===== config.mk =====
export PLATFORM = sky130hd
export DESIGN_NAME = dir_input_ctrl
export DESIGN_NICKNAME = d
export VERILOG_FILES = /design/src/rtl/game_pkg.sv /design/src/rtl/btn_debounce.sv /design/src/rtl/dir_input_ctrl.sv
export SDC_FILE = /design/constraint.sdc
export NUM_CORES = 1
export LEC_CHECK = 0
export BUFFER_PORTS_ARGS = -buffer_cell sky130_fd_sc_hd__buf_4
export CORE_ASPECT_RATIO = 0.7
export CORE_MARGIN = 1.5
export CORE_UTILIZATION = 63
export DETAILED_ROUTE_END_ITERATION = 8
export PLACE_DENSITY = 0.8
export RECOVER_POWER = 50
export SYNTH_ARGS = -nofsm -noshare
export SYNTH_HDL_FRONTEND = slang
export SYNTH_SLANG_ARGS = --single-unit

===== constraint.sdc =====
create_clock -name clk -period 2.6 [get_ports clk]
set_clock_uncertainty 0.2 [all_clocks]
set_input_delay 0.13 -clock clk [delete_from_list [all_inputs] [get_ports clk]]
set_output_delay 0.13 -clock clk [all_outputs]
set_load 0.05 [all_outputs]

===== src/rtl/game_pkg.sv =====
// Shared types for the direction input path: direction codes, repeat FSM
// states and the fixed-priority press encoder.
package game_pkg;

    typedef enum logic [1:0] {
        DIR_UP    = 2'd0,
        DIR_DOWN  = 2'd1,
        DIR_RIGHT = 2'd2,
        DIR_LEFT  = 2'd3
    } dir_t;

    typedef enum logic [1:0] {
        IDLE   = 2'd0,
        DELAY  = 2'd1,
        REPEAT = 2'd2
    } rep_state_t;

    // Button vectors are ordered {l,r,d,u}, so the bit index equals the dir_t
    // code; same-cycle presses resolve left > right > down > up.
    function automatic dir_t prio_dir(input logic [3:0] rise);
        dir_t d;
        d = DIR_UP;
        if (rise[3])      d = DIR_LEFT;
        else if (rise[2]) d = DIR_RIGHT;
        else if (rise[1]) d = DIR_DOWN;
        return d;
    endfunction

endpackage


===== src/rtl/btn_debounce.sv =====
// One button: two-flop synchroniser, stable-level debounce counter and a
// press pulse that is high in the first cycle the debounced level reads 1.
module btn_debounce #(
    parameter int unsigned DB_CYCLES = 650_000
) (
    input  logic clk,
    input  logic rst_n,
    input  logic raw_in,
    output logic level_out,
    output logic rise_out
);

    localparam int unsigned CW = $clog2(DB_CYCLES) + 1;

    logic          sync1_q, sync2_q;
    logic          stable_q, stable_d;
    logic          rise_q, rise_d;
    logic [CW-1:0] cnt_q, cnt_d;

    // Bring the asynchronous button into the clock domain.
    always_ff @(posedge clk or negedge rst_n) begin
        if (!rst_n) begin
            sync1_q <= 1'b0;
            sync2_q <= 1'b0;
        end else begin
            sync1_q <= raw_in;
            sync2_q <= sync1_q;
        end
    end

    // Count consecutive cycles of disagreement; accept the new level after DB_CYCLES.
    always_comb begin
        stable_d = stable_q;
        cnt_d    = cnt_q;
        rise_d   = 1'b0;
        if (sync2_q == stable_q) begin
            cnt_d = '0;
        end else if (cnt_q == CW'(DB_CYCLES - 1)) begin
            stable_d = sync2_q;
            cnt_d    = '0;
            rise_d   = sync2_q;
        end else if (cnt_q != '1) begin
            cnt_d = cnt_q + CW'(1);
        end
    end

    // Debounce state registers.
    always_ff @(posedge clk or negedge rst_n) begin
        if (!rst_n) begin
            stable_q <= 1'b0;
            cnt_q    <= '0;
            rise_q   <= 1'b0;
        end else begin
            stable_q <= stable_d;
            cnt_q    <= cnt_d;
            rise_q   <= rise_d;
        end
    end

    assign level_out = stable_q;
    assign rise_out  = rise_q;

endmodule


===== src/rtl/dir_input_ctrl.sv =====
// Turns four raw buttons into direction commands: debounce, priority encode
// of press events, optional auto-repeat of the held direction, and a single
// pending command exposed through a valid/ready handshake.
//
// Handshake: cmd_valid stays high and cmd_dir holds steady until a cycle with
// cmd_valid & cmd_ready (the transfer). A new event while a command is pending
// and not being transferred replaces it and pulses cmd_overrun; an event in
// the transfer cycle simply loads behind it. cmd_ready without cmd_valid has
// no effect.
module dir_input_ctrl
    import game_pkg::*;
#(
    parameter int unsigned DB_CYCLES     = 650_000,
    parameter int unsigned REPEAT_DELAY  = 26_000_000,
    parameter int unsigned REPEAT_PERIOD = 9_750_000,
    parameter bit          REPEAT_EN     = 1'b1
) (
    input  logic       clk,
    input  logic       rst_n,
    input  logic       btnu,
    input  logic       btnd,
    input  logic       btnr,
    input  logic       btnl,
    output logic [1:0] cmd_dir,
    output logic       cmd_valid,
    input  logic       cmd_ready,
    output logic       cmd_overrun,
    output logic [3:0] btn_level
);

    localparam int unsigned TMAX = (REPEAT_DELAY > REPEAT_PERIOD) ? REPEAT_DELAY : REPEAT_PERIOD;
    localparam int unsigned TW   = $clog2(TMAX) + 1;

    logic [3:0] raw_vec, level_vec, rise_vec;

    rep_state_t    state_q, state_d;
    dir_t          held_q, held_d;
    logic [TW-1:0] tmr_q, tmr_d;
    logic [TW-1:0] tmr_limit;
    logic          emit;
    dir_t          emit_dir;
    logic          press;
    dir_t          press_dir;

    logic          valid_q, valid_d;
    dir_t          dir_q, dir_d;
    logic          ovr_q, ovr_d;

    assign raw_vec = {btnl, btnr, btnd, btnu};

    for (genvar i = 0; i < 4; i++) begin : g_db
        btn_debounce #(.DB_CYCLES(DB_CYCLES)) u_db (
            .clk       (clk),
            .rst_n     (rst_n),
            .raw_in    (raw_vec[i]),
            .level_out (level_vec[i]),
            .rise_out  (rise_vec[i])
        );
    end

    assign press     = |rise_vec;
    assign press_dir = prio_dir(rise_vec);
    assign tmr_limit = (state_q == DELAY) ? TW'(REPEAT_DELAY - 1) : TW'(REPEAT_PERIOD - 1);

    // Repeat FSM: a press always wins; otherwise track the held button and its timer.
    always_comb begin
        state_d  = state_q;
        held_d   = held_q;
        tmr_d    = tmr_q;
        emit     = 1'b0;
        emit_dir = held_q;
        case (state_q)
            IDLE: begin
                if (press) begin
                    emit     = 1'b1;
                    emit_dir = press_dir;
                    held_d   = press_dir;
                    tmr_d    = '0;
                    if (REPEAT_EN) state_d = DELAY;
                end
            end
            DELAY, REPEAT: begin
                if (press) begin
                    emit     = 1'b1;
                    emit_dir = press_dir;
                    held_d   = press_dir;
                    tmr_d    = '0;
                    state_d  = DELAY;
                end else if (!level_vec[held_q]) begin
                    state_d = IDLE;
                end else if (tmr_q == tmr_limit) begin
                    emit    = 1'b1;
                    tmr_d   = '0;
                    state_d = REPEAT;
                end else if (tmr_q != '1) begin
                    tmr_d = tmr_q + TW'(1);
                end
            end
            default: state_d = IDLE;
        endcase
    end

    // Repeat FSM registers.
    always_ff @(posedge clk or negedge rst_n) begin
        if (!rst_n) begin
            state_q <= IDLE;
            held_q  <= DIR_UP;
            tmr_q   <= '0;
        end else begin
            state_q <= state_d;
            held_q  <= held_d;
            tmr_q   <= tmr_d;
        end
    end

    // One-entry command buffer: load on event, clear on transfer, flag replacement.
    always_comb begin
        valid_d = valid_q & ~cmd_ready;
        dir_d   = dir_q;
        ovr_d   = 1'b0;
        if (emit) begin
            valid_d = 1'b1;
            dir_d   = emit_dir;
            ovr_d   = valid_q & ~cmd_ready;
        end
    end

    // Command buffer registers.
    always_ff @(posedge clk or negedge rst_n) begin
        if (!rst_n) begin
            valid_q <= 1'b0;
            dir_q   <= DIR_UP;
            ovr_q   <= 1'b0;
        end else begin
            valid_q <= valid_d;
            dir_q   <= dir_d;
            ovr_q   <= ovr_d;
        end
    end

    assign cmd_dir     = dir_q;
    assign cmd_valid   = valid_q;
    assign cmd_overrun = ovr_q;
    assign btn_level   = level_vec;

endmodule

After elaboration in Yosys (flattened, before gate mapping)
Index checks and enable logic that the tools add are counted.

operators by class
  magnitude comparators = 1
  muxes and demuxes = 46
  equal/unequal tests = 20
  reduce and logical (&&, ||, !) cells = 15
  add/subtract/negate cells = 5
  bitwise logic cells = 6

operators by type and width
  operator               count
  $mux 21                12
  $mux 26                5
  $add 21x1->21 const B  4
  $eq 21x20->1 const B   4
  $ne 21x21->1 const B   4
  $pmux 26 s2            1
  $add 26x1->26 const B  1
  $eq 26x25->1           1
  $ne 26x26->1 const B   1
  $mux 25                1
  $mux 1                 16
  $mux 2                 8
  $reduce_bool 3->1      4
  $reduce_and 2->1       5
  $ne 4x4->1 const B     2
  $not 1->1              5
  $eq 1x1->1             4
  $pmux 2 s2             1
  $reduce_and 4->1       1
  $reduce_or 4->1        1
  $lt 2x3->1 const B     1
  $ne 3x3->1 const B     1
  $reduce_or 3->1        1
  $bmux 1 s2             1
  other kinds (8)        8

storage, ports and cells
  bits in registers = 134
  output and inout bits = 8

Depth between registers and ports, before layout
Gate-level depths: netlist of the first run.

  depth after elaboration = 8
  mapped depth = 10

Hierarchy
A second synthesis of the first run with hierarchy kept.

second synthesis, totals
  cell total of the unflattened synthesis = 764
  area, all modules = 7569.8 µm²

modules (own cells, without submodules)
  module          instances  cells each  area an instance (µm²)  seq. area each (µm²)
  btn_debounce    4          135         1375.1                  625.6
  dir_input_ctrl  1          224         2069.5                  850.8

Worst setup path before layout of the first run
Ideal clock, no wire load.

  path kind = register to register
  start = register tmr_q[0]
  end = register tmr_q[10]
  setup slack = 0.283 ns
  data required time = 2.269 ns
  period minus slack after synthesis = 2.317 ns
  data arrival time = 1.986 ns
  library setup time = 0.131 ns
  buffers on the path = 2
  cell stages (with the launch flop) = 10
  cell sequence = dfrtp_1 -> ha_1 -> nand3_4 -> a211o_1 -> a2111oi_4 -> nor3b_1 -> buf_6 -> buf_6 -> a21oi_1 -> a31oi_1

on the way
  word-level cells in the longest chain between the ends = 6
  elaborated cells between the ends (all ways) = 10

RTL lines
  item                      line                   source
  start: declaration        dir_input_ctrl.sv:38   logic [TW-1:0] tmr_q, tmr_d;
  start signal: assignment  dir_input_ctrl.sv:112  tmr_q <= tmr_d;
  $add 26x1->26             dir_input_ctrl.sv:96   tmr_d = tmr_q + TW'(1);
  $mux 26                   dir_input_ctrl.sv:95   end else if (tmr_q != '1) begin
  $mux 26                   dir_input_ctrl.sv:91   end else if (tmr_q == tmr_limit) begin
  $mux 26                   dir_input_ctrl.sv:89   end else if (!level_vec[held_q]) begin
  $mux 26                   dir_input_ctrl.sv:83   if (press) begin
  $pmux 26 s2               dir_input_ctrl.sv:72   case (state_q)

Parallel ways exist; a longest one is shown, timed or not. The select of a mux whose other input is x is not followed.
A chain may end at the register's enable or synchronous reset.

Worst setup path after layout of the first run
  start = register tmr_q[0]
  end = register tmr_q[23]

Same word-level chain as after synthesis.

==> run metrics, run 1 <==
hold crit path type=reg2reg; maximum clock rate=0.397 GHz; synthesized-area fraction occupied by and/or/nand/nor cells=27.6%; fin area=8030 sq um; fin. max-slew vios=0; DR vias=5719; Post-route DRC=0; met2 Usage GRT=43.3%; DP HPWL=9960 um; overall power=5.01 mW; critical path peak fanout=9; HP Start=g_db[3].u_db.sync1_q; Post-Route Utilization=76.1%; sequential share of the synthesized area=48.1%; post-layout min period=2520 ps; drt wl/cell=16.9 um; Synth area leaders=dfrtp_1 (48%), nor2_1 (5.5%), xor2_1 (5.4%); Num CTS Buffers=17; path depth of the worst reg2reg path=7; Pwr Density=625 nW/um^2; initial antenna violation count=0; clk root buf=clkbuf_16; syn nets=741; Top Family by Delay on Critical Path=compound AO/OA/AOI/OAI gates; area of the mapped netlist=6970 sq um; area share of the largest cell type after synthesis=48.1%; Die X=129 um; post-CTS setup buffer count=0; RSZ-0062 raised after global routing=false; vias in the first global route=5532; GRT met1 Usage=40.2%; nets=769; FF-to-FF End=tmr_q[23]; layer with the highest usage=met2; Yosys cell types=66; buffers and inverters on the worst path=0; Hold Violations, Final=0; Worst R2R Setup Slack=80 ps; Setup Crit Path Kind=reg2reg; reg2reg start=tmr_q[0]; Hold Crit Endpoint=g_db[3].u_db.sync2_q; Synth Area in Adders=1.44%; Yosys top cell by area=dfrtp_1; Ant. Diodes=0; most common cell after layout, fill and taps aside=dfrtp_1; Post-synth EDFFs=0; full die area=11700 sq um; Final Cycle Share=96.9%; drt total wl=15400 um; Synth Area per Inst=9.60 sq um; status=finished, final reports clean; Hold Path Depth=0; DP Area=7270 sq um; compound-cell area share of the yosys netlist=8.51%; largest net degree at the start of global routing=58; Filler cells=694; number of clock sinks=134; post-synthesis to final-layout area growth=15.1%; Worst Path Required=2690 ps; grt met3 use=6.72%; H-tree depth=4; GRT Util Overall=28.5%; Worst Tran Pin Value=1420 ps; IO Count=15; maximum root-to-sink buffer count=2; cells along the critical path=ha_2 > nand3_4 > a211o_1 > a2111oi_4 > nor2_2 > a21o_1 > a22o_1; Crit path largest cell delay=470 ps; Worst Setup Start Kind=flip-flop; Port Buf Inserts=14; first-pass GRT wire length=26600 um; asr flop ratio synth=100%; worst ir drop on vdd=0.000564 V; XOR/XNOR Fraction of Synth Area=8.80%; final hold slack=149 ps; post-place setup slack=88.8 ps; Starting Density=66.1%; drt initial violations=490; number of synthesized register bits=134; post-route ant nets=0; Post-Syn Instances=726; Clock Latency Late Sink=410 ps; CTS tree=done; total grt overflow=0; CORE AREA=10600 sq um; largest family of logic cells by synthesized area=simple AND/OR/NAND/NOR gates; Placed Cells=877; Pleak=3.41 nW; # setup viols final=0; die height=91.0 um; Max Cap Violations=0; max_slew headroom=5.61%; clk slew on worst S/H paths=60 ps; CP Capture Type=flip-flop; num rows=31; Worst Slack Setup Final=79.8 ps; GPL Wtd Cong=0.931; Top FF cell, synth=dfrtp_1; setup tns final=0 ps; Via density=6.25; post-synthesis mux area share=2.46%; critical path's slowest cell=a2111oi_4; most frequent cells in the layout=dfrtp_1 (133), nor2_1 (103), nand2_1 (66); Worst EP arrival=2610 ps; Ys Warns=0; layout cell share with drive strength beyond 1=12.4%; DR pass1 iterations=7; Layout Cells excl Fill=915
[cells in the mapped netlist, types with 3 or more instances]
master / n
nor3_1: 21
nand3b_1: 3
nand4_1: 30
mux2_2: 7
a31oi_1: 22
nor3b_1: 7
a41oi_1: 7
nand2_1: 66
nor2_1: 103
buf_2: 6
xnor2_1: 27
buf_4: 4
and3_1: 21
a21oi_1: 19
o21ai_0: 18
and4_1: 14
mux2i_1: 7
nand3_1: 59
clkbuf_1: 14
xor2_1: 43
dfrtp_1: 134
buf_6: 4
nor4_1: 8
inv_1: 13
or3_1: 6
and2_1: 4
ha_1: 8
nor4b_1: 5
[timing repair]
| item | in CTS | in global routing |
|---|---|---|
| gates resized for setup | 0 | 8 |
| hold buffers | 6 | 0 |
| endpoints found under the setup margin | 0 | 42 |
| hold endpoints to repair | 140 | 0 |
[kinds of logic (layout without fill, tap and decap cells)]
logic type / Yosys count / count (layout)
AOI/OAI and AO/OA: 88 / 88
xor gates and xnor gates: 70 / 70
adders and majority gates: 8 / 8
buffers and inverters: 43 / 84
DFF: 134 / 134
muxes: 15 / 15
and+or+nand+nor: 368 / 368
[power breakdown]
part | total, mW | switching [mW] | internal [mW]
Sequential | 2.13 | 0.0200 | 2.11
Combinational | 0.123 | 0.0834 | 0.0393
Clock | 2.76 | 0.912 | 1.85
Total | 5.01 | 1.02 | 4.00
[sequential cells by signal, indices dropped and copies added (netlist names)]
name,count
g_db.u_db.cnt_q,84
tmr_q,26
cmd_valid,1
cmd_overrun,1
g_db.u_db.sync2_q,4
state_q,2
held_q,2
cmd_dir,2
g_db.u_db.sync1_q,4
g_db.u_db.level_out,4
g_db.u_db.rise_out,4
[routing by layer]
layer	part of all wire (%)	vias to the layer above
li1	-	2656
met1	46	2794
met2	46	235
met3	6.4	34
met4	1.7	0
met5	0	-
[layout make-up]
| class | count | area [sq um] | share of cell area (%) |
|---|---|---|---|
| Clock buffer | 20 | 457 | 5.69 |
| Clock inverter | 12 | 223 | 2.77 |
| Inverter | 13 | 48.8 | 0.608 |
| Multi-Input combinational cell | 549 | 3430 | 42.7 |
| Sequential cell | 134 | 3350 | 41.8 |
| Tap cell | 148 | 185 | 2.31 |
| Timing Repair Buffer | 39 | 328 | 4.08 |
[worst max path at each step]
stage / start / endpoint / slack, ps / cells after the start
floorplan: tmr_q[0] / tmr_q[10] / 280 / 9
global placement: tmr_q[0] / tmr_q[7] / 200 / 7
detailed placement: state_q[1] / tmr_q[7] / 90 / 8
CTS: state_q[1] / tmr_q[7] / 70 / 8
global route: tmr_q[1] / cmd_dir[1] / 6 / 7
finish: tmr_q[0] / tmr_q[23] / 80 / 7
No activity file was read; power rests on OpenSTA's default activity.
==> run 2, diff against run 1 <==
--- a/config.mk
+++ b/config.mk
@@ -6,11 +6,13 @@
 export NUM_CORES = 1
 export LEC_CHECK = 0
 export BUFFER_PORTS_ARGS = -buffer_cell sky130_fd_sc_hd__buf_4
+export CELL_PAD_IN_SITES_DETAIL_PLACEMENT = 1
+export CELL_PAD_IN_SITES_GLOBAL_PLACEMENT = 1
 export CORE_ASPECT_RATIO = 0.7
 export CORE_MARGIN = 1.5
-export CORE_UTILIZATION = 63
+export CORE_UTILIZATION = 50
 export DETAILED_ROUTE_END_ITERATION = 8
-export PLACE_DENSITY = 0.8
+export PLACE_DENSITY_LB_ADDON = 0.1
 export RECOVER_POWER = 50
 export SYNTH_ARGS = -nofsm -noshare
 export SYNTH_HDL_FRONTEND = slang
==> run metrics, run 2 (synthesized netlist as in run 1, its figures left out) <==
Worst R2R Setup Slack=50 ps; num rows=35; Setup Crit Path Kind=reg2reg; fin area=8300 sq um; DP Area=7520 sq um; max FFs per register=84; CP Capture Type=flip-flop; critical path peak fanout=6; vias in the first global route=6436; Die X=144 um; GRT Util Overall=29.5%; Pwr Density=566 nW/um^2; Final Cycle Share=97.9%; layout cell share with drive strength beyond 1=16.3%; Worst Setup Start Kind=flip-flop; most frequent cells in the layout=dfrtp_1 (133), nor2_1 (102), nand2_1 (66); # setup viols final=0; Layout Cells excl Fill=988; biggest regs=g_db.u_db.cnt_q: 84 flops, tmr_q: 26 flops; most common cell after layout, fill and taps aside=dfrtp_1; drt initial violations=421; DR vias=6018; Max Cap Violations=0; Via density=6.09; Biggest register=g_db.u_db.cnt_q; Post-Route Utilization=61.9%; Ant. Diodes=0; Worst EP arrival=2660 ps; worst ir drop on vdd=0.000414 V; CTS tree=done; die height=102 um; critical path's slowest cell=dfrtp_1; first-pass GRT wire length=33200 um; Starting Density=52.0%; Pleak=3.57 nW; maximum clock rate=0.393 GHz; clk root buf=clkbuf_16; GPL Wtd Cong=0.894; Placed Cells=944; total grt overflow=0; cells along the critical path=ha_1 > nand3_4 > nor4_4 > buf_4 > nand4_1 > o21ai_0 > o2bb2ai_1 > a31o_1; clk slew on worst S/H paths=60 ps; max_slew headroom=0.870%; Hold Violations, Final=0; largest net degree at the start of global routing=58; post-layout min period=2550 ps; nets=806; DP HPWL=12400 um; drt wl/cell=20.1 um; number of clock sinks=134; CORE AREA=13400 sq um; H-tree depth=4; post-synthesis to final-layout area growth=19.0%; IO Count=15; hold crit path type=reg2reg; Worst Path Required=2710 ps; setup tns final=0 ps; maximum root-to-sink buffer count=2; Filler cells=1518; DR pass1 iterations=5; fin. max-slew vios=0; Port Buf Inserts=14; drt total wl=19800 um; status=finished, final reports clean; Worst Tran Pin Value=1490 ps; post-route ant nets=0; Num CTS Buffers=17; Post-route DRC=0; Top Family by Delay on Critical Path=simple AND/OR/NAND/NOR gates; full die area=14700 sq um; Crit path largest cell delay=360 ps; initial antenna violation count=0; Clock Latency Late Sink=420 ps; final hold slack=154 ps; buffers and inverters on the worst path=1
-- run 2: cell types whose count changed in the layout (fill, tap and decap cells not counted), sizes merged --
| cell | change |
|---|---|
| buf | +30 |
| clkbuf | +6 |
| clkinv | +3 |
| nor3b | +1 |
| bufinv | -4 |
-- run 2: what timing repair did --
item,CTS,global route
setup endpoints to repair,23,27
buffers inserted,2,4
hold buffers,6,0
hold endpoints to repair,75,0
cloned,1,0
resized for setup,4,15
pin swaps,3,5
-- run 2: metrics by stage --
step,total power [mW],worst slack (ps)
2_1_floorplan,2.21,283
5_1_grt,4.84,-8.02
3_3_place_gp,2.28,-250
6_report,4.69,54.7
3_5_place_dp,2.29,-359
4_1_cts,4.74,25.4
-- run 2: cell type report --
cell class              instances  area, sq um  area share [%]
multi-input cells             550         3500            42.2
clock inverters                11          125            1.51
well taps                     185          231            2.79
clock buffers                  20          467            5.62
repair buffers                 75          571            6.88
flip-flops and latches        134         3350            40.4
inverters                      13         48.8           0.588
-- run 2: metal layers --
layer  vias up  routed length (um)  share of wire (%)  global-route usage, %
met1      3094                9260                 47                   39.7
met4         0                 405                2.0                   11.4
met3        39                 820                4.1                   5.67
li1       2744                   -                  -                      -
met5         -                   0                  0                      0
met2       141                9340                 47                   47.4
-- run 2: worst reg2reg max path: cells and delay by family (launching register included) --
kind	cells	cell delay (ps)
AOI/OAI and AO/OA	3	620
adders and majority gates	1	250
buffers and inverters	1	220
DFF	1	360
and+or+nand+nor	3	790
-- run 2: worst paths after layout --
kind | end | cells past startpoint | start
setup / recovery | tmr_q[22] | 8 | tmr_q[1]
hold / removal | g_db[0].u_db.sync2_q | 0 | g_db[0].u_db.sync1_q
setup reg to reg | tmr_q[22] | 8 | tmr_q[1]
hold reg to reg | g_db[0].u_db.sync2_q | 0 | g_db[0].u_db.sync1_q
max in group asynchronous | g_db[2].u_db.cnt_q[15] | 3 | rst_n
min in group asynchronous | g_db[0].u_db.cnt_q[16] | 2 | rst_n
-- run 2: where the power goes --
group | switching, mW | total (mW) | leakage [nW] | internal [mW]
sequential | 0.0201 | 2.13 | 1.84 | 2.11
combinational | 0.0870 | 0.125 | 1.44 | 0.0384
clock | 0.957 | 2.44 | 0.288 | 1.48
total | 1.06 | 4.69 | 3.57 | 3.63
